===== src/rtl/video_timing_gen_pkg.sv =====
// video_timing_gen_pkg: raster timing defaults, coordinate type and swap FSM states
//   VIDEO_H_* / VIDEO_V_* : 640x480@60 timing, used as parameter defaults
//   COORD_W / coord_t     : scan coordinate width, must hold H_TOTAL-1
//   swap_state_t          : buffer-swap request FSM states
//   in_window()           : v in [lo, lo+len)
package video_timing_gen_pkg;

    localparam int VIDEO_H_ACTIVE = 640;
    localparam int VIDEO_H_FP     = 16;
    localparam int VIDEO_H_SYNC   = 96;
    localparam int VIDEO_H_BP     = 48;
    localparam int VIDEO_V_ACTIVE = 480;
    localparam int VIDEO_V_FP     = 10;
    localparam int VIDEO_V_SYNC   = 2;
    localparam int VIDEO_V_BP     = 33;
    localparam int VIDEO_H_TOTAL  = VIDEO_H_ACTIVE + VIDEO_H_FP + VIDEO_H_SYNC + VIDEO_H_BP;
    localparam int VIDEO_V_TOTAL  = VIDEO_V_ACTIVE + VIDEO_V_FP + VIDEO_V_SYNC + VIDEO_V_BP;

    localparam int COORD_W = 10;

    typedef logic [COORD_W-1:0] coord_t;

    typedef enum logic {IDLE, PENDING} swap_state_t;

    function automatic logic in_window(coord_t v, int lo, int len);
        return (int'(v) >= lo) && (int'(v) < lo + len);
    endfunction

endpackage


===== src/rtl/video_timing_gen_sync_delay_line.sv =====
// sync_delay_line: enable-gated DEPTH-stage shift register with async active-low reset
//   clk, resetn : clock, asynchronous active-low reset (stages load RESET_VAL)
//   en          : shift strobe; stages hold when 0
//   din / dout  : WIDTH-bit input / output after DEPTH enabled shifts
module sync_delay_line
    import video_timing_gen_pkg::*;
#(
    parameter int                WIDTH     = 1,
    parameter int                DEPTH     = 1,
    parameter logic [WIDTH-1:0]  RESET_VAL = '0
) (
    input  logic             clk,
    input  logic             resetn,
    input  logic             en,
    input  logic [WIDTH-1:0] din,
    output logic [WIDTH-1:0] dout
);

    logic [WIDTH-1:0] stage [DEPTH];

    always_ff @(posedge clk or negedge resetn)
        if (!resetn)
            for (int i = 0; i < DEPTH; i++) stage[i] <= RESET_VAL;
        else if (en) begin
            stage[0] <= din;
            for (int i = 1; i < DEPTH; i++) stage[i] <= stage[i-1];
        end

    assign dout = stage[DEPTH-1];

endmodule


===== src/rtl/video_timing_gen.sv =====
// video_timing_gen: raster counters, blank/vsync decode, vblank-synchronised buffer flip, panel syncs
//   clk, resetn          : clock, asynchronous active-low reset
//   pixel_en             : pixel strobe; all state advances only when 1
//   swap_req             : renderer requests a buffer flip (latched until vblank)
//   x, y                 : scan coordinates
//   blank, vsync         : undelayed decode consistent with x, y
//   flip, swap_ack       : scan-out buffer select, one-clk pulse when a flip is applied
//   frame_count          : frames started since reset, wraps
//   hsync_out/vsync_out/de_out : panel signals, SYNC_POL polarity, SYNC_DELAY strobes late
module video_timing_gen
    import video_timing_gen_pkg::*;
#(
    parameter int   H_ACTIVE   = VIDEO_H_ACTIVE,
    parameter int   H_FP       = VIDEO_H_FP,
    parameter int   H_SYNC     = VIDEO_H_SYNC,
    parameter int   H_BP       = VIDEO_H_BP,
    parameter int   V_ACTIVE   = VIDEO_V_ACTIVE,
    parameter int   V_FP       = VIDEO_V_FP,
    parameter int   V_SYNC     = VIDEO_V_SYNC,
    parameter int   V_BP       = VIDEO_V_BP,
    parameter logic SYNC_POL   = 1'b0,
    parameter int   SYNC_DELAY = 1
) (
    input  logic               clk,
    input  logic               resetn,
    input  logic               pixel_en,
    input  logic               swap_req,
    output logic [COORD_W-1:0] x,
    output logic [COORD_W-1:0] y,
    output logic               blank,
    output logic               vsync,
    output logic               flip,
    output logic               swap_ack,
    output logic [15:0]        frame_count,
    output logic               hsync_out,
    output logic               vsync_out,
    output logic               de_out
);

    localparam int H_TOTAL = H_ACTIVE + H_FP + H_SYNC + H_BP;
    localparam int V_TOTAL = V_ACTIVE + V_FP + V_SYNC + V_BP;

    swap_state_t        state;
    logic [COORD_W-1:0] x_nxt, y_nxt;
    logic               x_wrap, vblank_edge, frame_edge, hsync;
    logic [2:0]         dly;

    assign x_wrap      = int'(x) == H_TOTAL - 1;
    assign x_nxt       = x_wrap ? '0 : x + 1'b1;
    assign y_nxt       = !x_wrap ? y : (int'(y) == V_TOTAL - 1 ? '0 : y + 1'b1);
    // x_nxt is 0 exactly when x wraps, so only y_nxt needs testing
    assign vblank_edge = pixel_en && x_wrap && int'(y_nxt) == V_ACTIVE;
    assign frame_edge  = pixel_en && x_wrap && y_nxt == '0;
    assign hsync       = in_window(x, H_ACTIVE + H_FP, H_SYNC);

    // blank/vsync are decoded from the next counts so they line up with x/y
    always_ff @(posedge clk or negedge resetn)
        if (!resetn) begin
            x           <= '0;
            y           <= '0;
            blank       <= 1'b0;
            vsync       <= 1'b0;
            frame_count <= '0;
        end else if (pixel_en) begin
            x           <= x_nxt;
            y           <= y_nxt;
            blank       <= int'(x_nxt) >= H_ACTIVE || int'(y_nxt) >= V_ACTIVE;
            vsync       <= in_window(y_nxt, V_ACTIVE + V_FP, V_SYNC);
            frame_count <= frame_edge ? frame_count + 16'd1 : frame_count;
        end

    // A request arriving in the edge cycle itself is honoured without passing through PENDING
    always_ff @(posedge clk or negedge resetn)
        if (!resetn) begin
            state    <= IDLE;
            flip     <= 1'b0;
            swap_ack <= 1'b0;
        end else if (vblank_edge && (state == PENDING || swap_req)) begin
            state    <= IDLE;
            flip     <= ~flip;
            swap_ack <= 1'b1;
        end else begin
            swap_ack <= 1'b0;
            if (swap_req) state <= PENDING;
        end

    // Delay line carries active-high levels; reset to all-inactive so no stale pulse escapes
    sync_delay_line #(
        .WIDTH     (3),
        .DEPTH     (SYNC_DELAY),
        .RESET_VAL (3'b000)
    ) u_sync_delay_line (
        .clk    (clk),
        .resetn (resetn),
        .en     (pixel_en),
        .din    ({hsync, vsync, ~blank}),
        .dout   (dly)
    );

    assign hsync_out = SYNC_POL ? dly[2] : ~dly[2];
    assign vsync_out = SYNC_POL ? dly[1] : ~dly[1];
    assign de_out    = dly[0];

endmodule

===== config.mk =====
export PLATFORM = sky130hd
export DESIGN_NAME = video_timing_gen
export DESIGN_NICKNAME = d
export VERILOG_FILES = /design/src/rtl/video_timing_gen_pkg.sv /design/src/rtl/video_timing_gen_sync_delay_line.sv /design/src/rtl/video_timing_gen.sv
export SDC_FILE = /design/constraint.sdc
export NUM_CORES = 1
export LEC_CHECK = 0
export CORE_MARGIN = 2
export CORE_UTILIZATION = 53
export CTS_CLUSTER_DIAMETER = 80
export CTS_CLUSTER_SIZE = 25
export DETAILED_ROUTE_END_ITERATION = 7
export PLACE_DENSITY = 0.79
export SLEW_MARGIN = 15
export SYNTH_ARGS = -nofsm -noshare
export SYNTH_HDL_FRONTEND = slang
export SYNTH_HIERARCHICAL = 1
export SYNTH_SLANG_ARGS = --single-unit

===== constraint.sdc =====
create_clock -name clk -period 3.15 [get_ports clk]
set_clock_uncertainty 0.05 [all_clocks]
set_input_delay 0.945 -clock clk [delete_from_list [all_inputs] [get_ports clk]]
set_output_delay 0.945 -clock clk [all_outputs]
set_load 0.05 [all_outputs]

Yosys cells after proc, flatten, opt, wreduce, memory -nomap -nowiden. Index checks and enable logic that the tools add are counted.

Mux-type cells: 6. Equal/unequal tests: 3. Magnitude comparators: 6. Reduce and logical (&&, ||, !) cells: 11. Bitwise operators: 4. Add/sub/neg operators: 3.

Operators by type and width (number): $mux W10 (3); $add A10 B1 Y10 const B (2); $eq A10 B10 Y1 const B (2); $ge A10 B10 Y1 const B (2); $ge A10 B9 Y1 const B (2); $add A16 B1 Y16 const B (1); $eq A10 B9 Y1 const B (1); $logic_not A10 Y1 (1); $lt A10 B10 Y1 const B (1); $lt A10 B9 Y1 const B (1); $logic_and A1 B1 Y1 (6); $not A1 Y1 (4); $mux W1 (3); $logic_or A1 B1 Y1 (2); $reduce_and A2 Y1 (1); $reduce_bool A2 Y1 (1).

Output and inout port bits: 43. Bits in registers: 44. Input port bits: 4.

Logic depth before layout (Yosys ltp).
Depth after elaboration: 7. Gate-level depth with buffers: 9. Gate-level depth less buffers: 8.

Modules after synthesis. Netlist, hierarchy kept.

Modules (own cells, without submodules): video_timing_gen (cells each 256, area each 2502.4 sq um, times used 1, seq. area each 1026.0 sq um); sync_delay_line (cells each 6, area each 108.9 sq um, times used 1, seq. area each 75.1 sq um).

Worst setup path before layout. OpenSTA, ideal clock, no wires.

Path kind: reg2reg. Start point: reg y[0]. End point: reg flip. Required time: 3018 ps. Cell stages (with the launch flop): 9. Clock period less this slack: 2668 ps. Path slack: 482 ps. Library setup time: 82 ps. Buffers on the path: 1. Arrival: 2537 ps. Cell sequence: dfrtp_1 > ha_1 > buf_2 > nand3_2 > a2111o_1 > a2111oi_4 > a31oi_1 > nor4_2 > xor2_1.

Word-level cells in the longest chain between the ends: 6. Elaborated cells between the ends (all ways): 7. Those cells by class: 1 x add/sub; 2 x eq/ne; 2 x mux; 2 x reduce/logical.

Ends and longest elaborated chain: start, declared (RTL line video_timing_gen.sv:29) `output logic [COORD_W-1:0] y,`; start signal, assigned (RTL line video_timing_gen.sv:66) `y <= y_nxt;`; $add A10 B1 Y10 / $eq A10 B10 Y1 (equally long branches) (RTL line video_timing_gen.sv:50) `assign y_nxt = !x_wrap ? y : (int'(y) == V_TOTAL - 1 ? '0 : y + 1'b1);`; $mux W10 (RTL line video_timing_gen.sv:50); $mux W10 * (RTL line video_timing_gen.sv:50); $eq A10 B10 Y1 * (RTL line video_timing_gen.sv:52) `assign vblank_edge = pixel_en && x_wrap && int'(y_nxt) == V_ACTIVE;`; $logic_and A1 B1 Y1 * (RTL line video_timing_gen.sv:52); $logic_and A1 B1 Y1 * (RTL line video_timing_gen.sv:78) `end else if (vblank_edge && (state == PENDING || swap_req)) begin`; end signal, assigned (RTL line video_timing_gen.sv:80) `flip <= ~flip;`; end, declared (RTL line video_timing_gen.sv:32) `output logic flip,`.

Every way passes the cells marked *; elsewhere a longest branch is shown, timed or not. A chain may end at the register's enable or synchronous reset.

Final worst setup path.
Start point: reg y[4]. End point: out y[4].

No word-level cell between the ends.

==> results.ini <==
[clock_tree]
cts.repair.resized=0
cts_tree=yes
ctsRootBufferMaster=clkbuf_8
cts_setup_buffers=0
clk_pin_slew_worst_paths_ns=0.09
clockBufferDepth=2
hold_buffers=0
h-tree-depth=2
cts_sinks=44
numCtsBuffers=5
insertion_delay_ns=0.30

[place]
gp_congestion=0.821
hpwl_mm=4.08
pre_cts_ws_ns=0.188
port_buffers=46
dp.cells=369

[routing]
wirelength_mm=5.68
wl_per_cell_um=15.1
vias_per_cell=5.75
dr.pass1.iters=4
vias=2166
ant_nets=0
drc=0
drt_iter0_markers=179

[power_and_ir_drop]
peakVddDrop_v=0.000259
finalPower_mw=1.41
p_per_area_mw_per_mm2=433
leakage_nw=1.37

[setup_path]
critPathMaxStageDelay_ns=0.89
crit_path_end_kind=output port
cp_top_family=buffers and inverters
crit_path_max_fanout=15
cp_num_buf_inv=1
start_kind=register
critPathKind=reg -> out
arrival_ns=1.83
slowest_stage=clkdlybuf4s50_1
required_ns=2.15
crit_chain=clkdlybuf4s50_1

[global_routing]
grt_max_degree=45
grt_pass1_wl_mm=9.37
track_usage=0.221
first_global_vias=1987
antenna_found_initial=0
grt_remaining_overflow=0

[logic_synthesis]
yosys-top-cells-count=dfrtp_1, nand2_1, xor2_1
yosysUniqueCellTypes=54
ys_ff_latch=44
synthesis.instances=262
synth-main-ff-cell=dfrtp_1
synth_top_area_share=0.422
synth_fp_nets=271
post-synth-top-count-cell=dfrtp_1
syn-mean-instance-area_um2=9.97
yosysWarnings=6
ys_seq_area_frac=0.422
synth_enable_flop_cells=0
synth_largest_area_cell=dfrtp_1
synth.cell_area_mm2=0.00261
synth-async-reset-ratio=1.00
synthTopCellsByArea=dfrtp_1, xor2_1, nand2_1

[status]
status=completed

[timing]
tightest_slew_ns=0.965
slew_headroom=0.357
fin_tns_setup_ns=0
whs_ns=0.437
fmax_mhz=354
setup_ws_ns=0.328
rsz0062_at_grt=false
hold_viol=0
timing.final.crit_share=0.896
min_period_ns=2.82
drv_slew=0
setup_viol=0

[floorplanning]
initial_utilization=0.553
core-area_mm2=0.00472
fp.dieH_um=74.2
die-area_mm2=0.00550
fp.dieW_um=74.2
io_pins=47
rows=25

[run]
cap_violations=0

[layout]
num-nets-final=318
diodes=0
drive_above_1_share=0.139
fin_cells=377
syn2layout_area_growth_pct=24.3

[hold_path]
hp-class=reg -> reg

-- routing by layer --
layer | up-vias | track usage | wire length (µm)
met2 | 71 | 0.348 | 2710
met1 | 1046 | 0.305 | 2570
met5 | - | 0 | 0
met4 | 0 | 0.0727 | 87
li1 | 1038 | - | -
met3 | 11 | 0.0474 | 317
-- cells in the final DEF, fill, tap and decap left out, drive strengths merged, types with 2 or more instances in the layout --
cell	synthesis	final
nand4	14	14
xnor2	8	8
buf	9	7
o31ai	3	3
and2	3	3
a31oi	3	3
a31o	2	2
a21oi	5	5
clkinv	0	2
a211oi	3	3
ha	5	5
and4	3	3
nor4	5	5
inv	14	14
o21ai	14	14
or3	3	3
o22ai	3	3
clkbuf	3	5
and3	10	10
nor2	11	11
nor3b	2	2
nand3	11	11
nand2	27	27
mux2	4	4
clkdlybuf4s50	0	45
dfrtp	44	44
xor2	18	18
nor3	17	17
-- kinds of logic (layout without fill, tap and decap cells) --
logic type | count (synthesis) | after routing | synth area share
AOI/OAI and AO/OA | 46 | 46 | 0.138
xor gates and xnor gates | 26 | 26 | 0.0872
adders and majority gates | 5 | 5 | 0.0240
buffers and inverters | 26 | 74 | 0.0450
DFF | 44 | 44 | 0.422
muxes | 5 | 5 | 0.0211
and+or+nand+nor | 110 | 110 | 0.263
-- worst paths after layout --
check,start,endpoint,slack [ns],depth (start not counted)
hold reg to reg,frame_count[8],frame_count[8],0.44,1
hold / removal,frame_count[8],frame_count[8],0.44,1
min in group asynchronous,resetn,frame_count[0],0.75,1
setup reg to reg,y[0],flip,0.44,7
max in group asynchronous,resetn,vsync,1.71,1
setup / recovery,y[4],y[4],0.33,1
-- where the power goes --
group	leakage [nW]	internal, mW	switching, mW
Sequential	0.575	0.600	0.0536
Clock	0.0583	0.239	0.205
Combinational	0.732	0.109	0.199
Total	1.37	0.948	0.457
-- layout make-up --
| class | instances | area [µm²] |
|---|---|---|
| fill | 390 | 1480 |
| multi-input combinational | 192 | 1390 |
| sequential | 44 | 1100 |
| timing repair buffer | 52 | 500 |
| tap | 67 | 83.8 |
| clock buffer | 5 | 68.8 |
| inverter | 14 | 52.6 |
| clock inverter | 3 | 47.5 |
-- registers in the layout, summed over array words and instances (netlist names) --
register	flops
blank	1
flip	1
frame_count	16
state	1
swap_ack	1
u_sync_delay_line/dout	3
vsync	1
x	10
y	10
-- through the flow --
step,cell area (µm²),util
after floorplan,2610,-
after global placement,3130,0.663
after detailed placement,3130,0.663
after CTS,3250,0.687
after global routing,3250,0.687
final,3250,0.687
No activity file was read; power rests on OpenSTA's default activity.
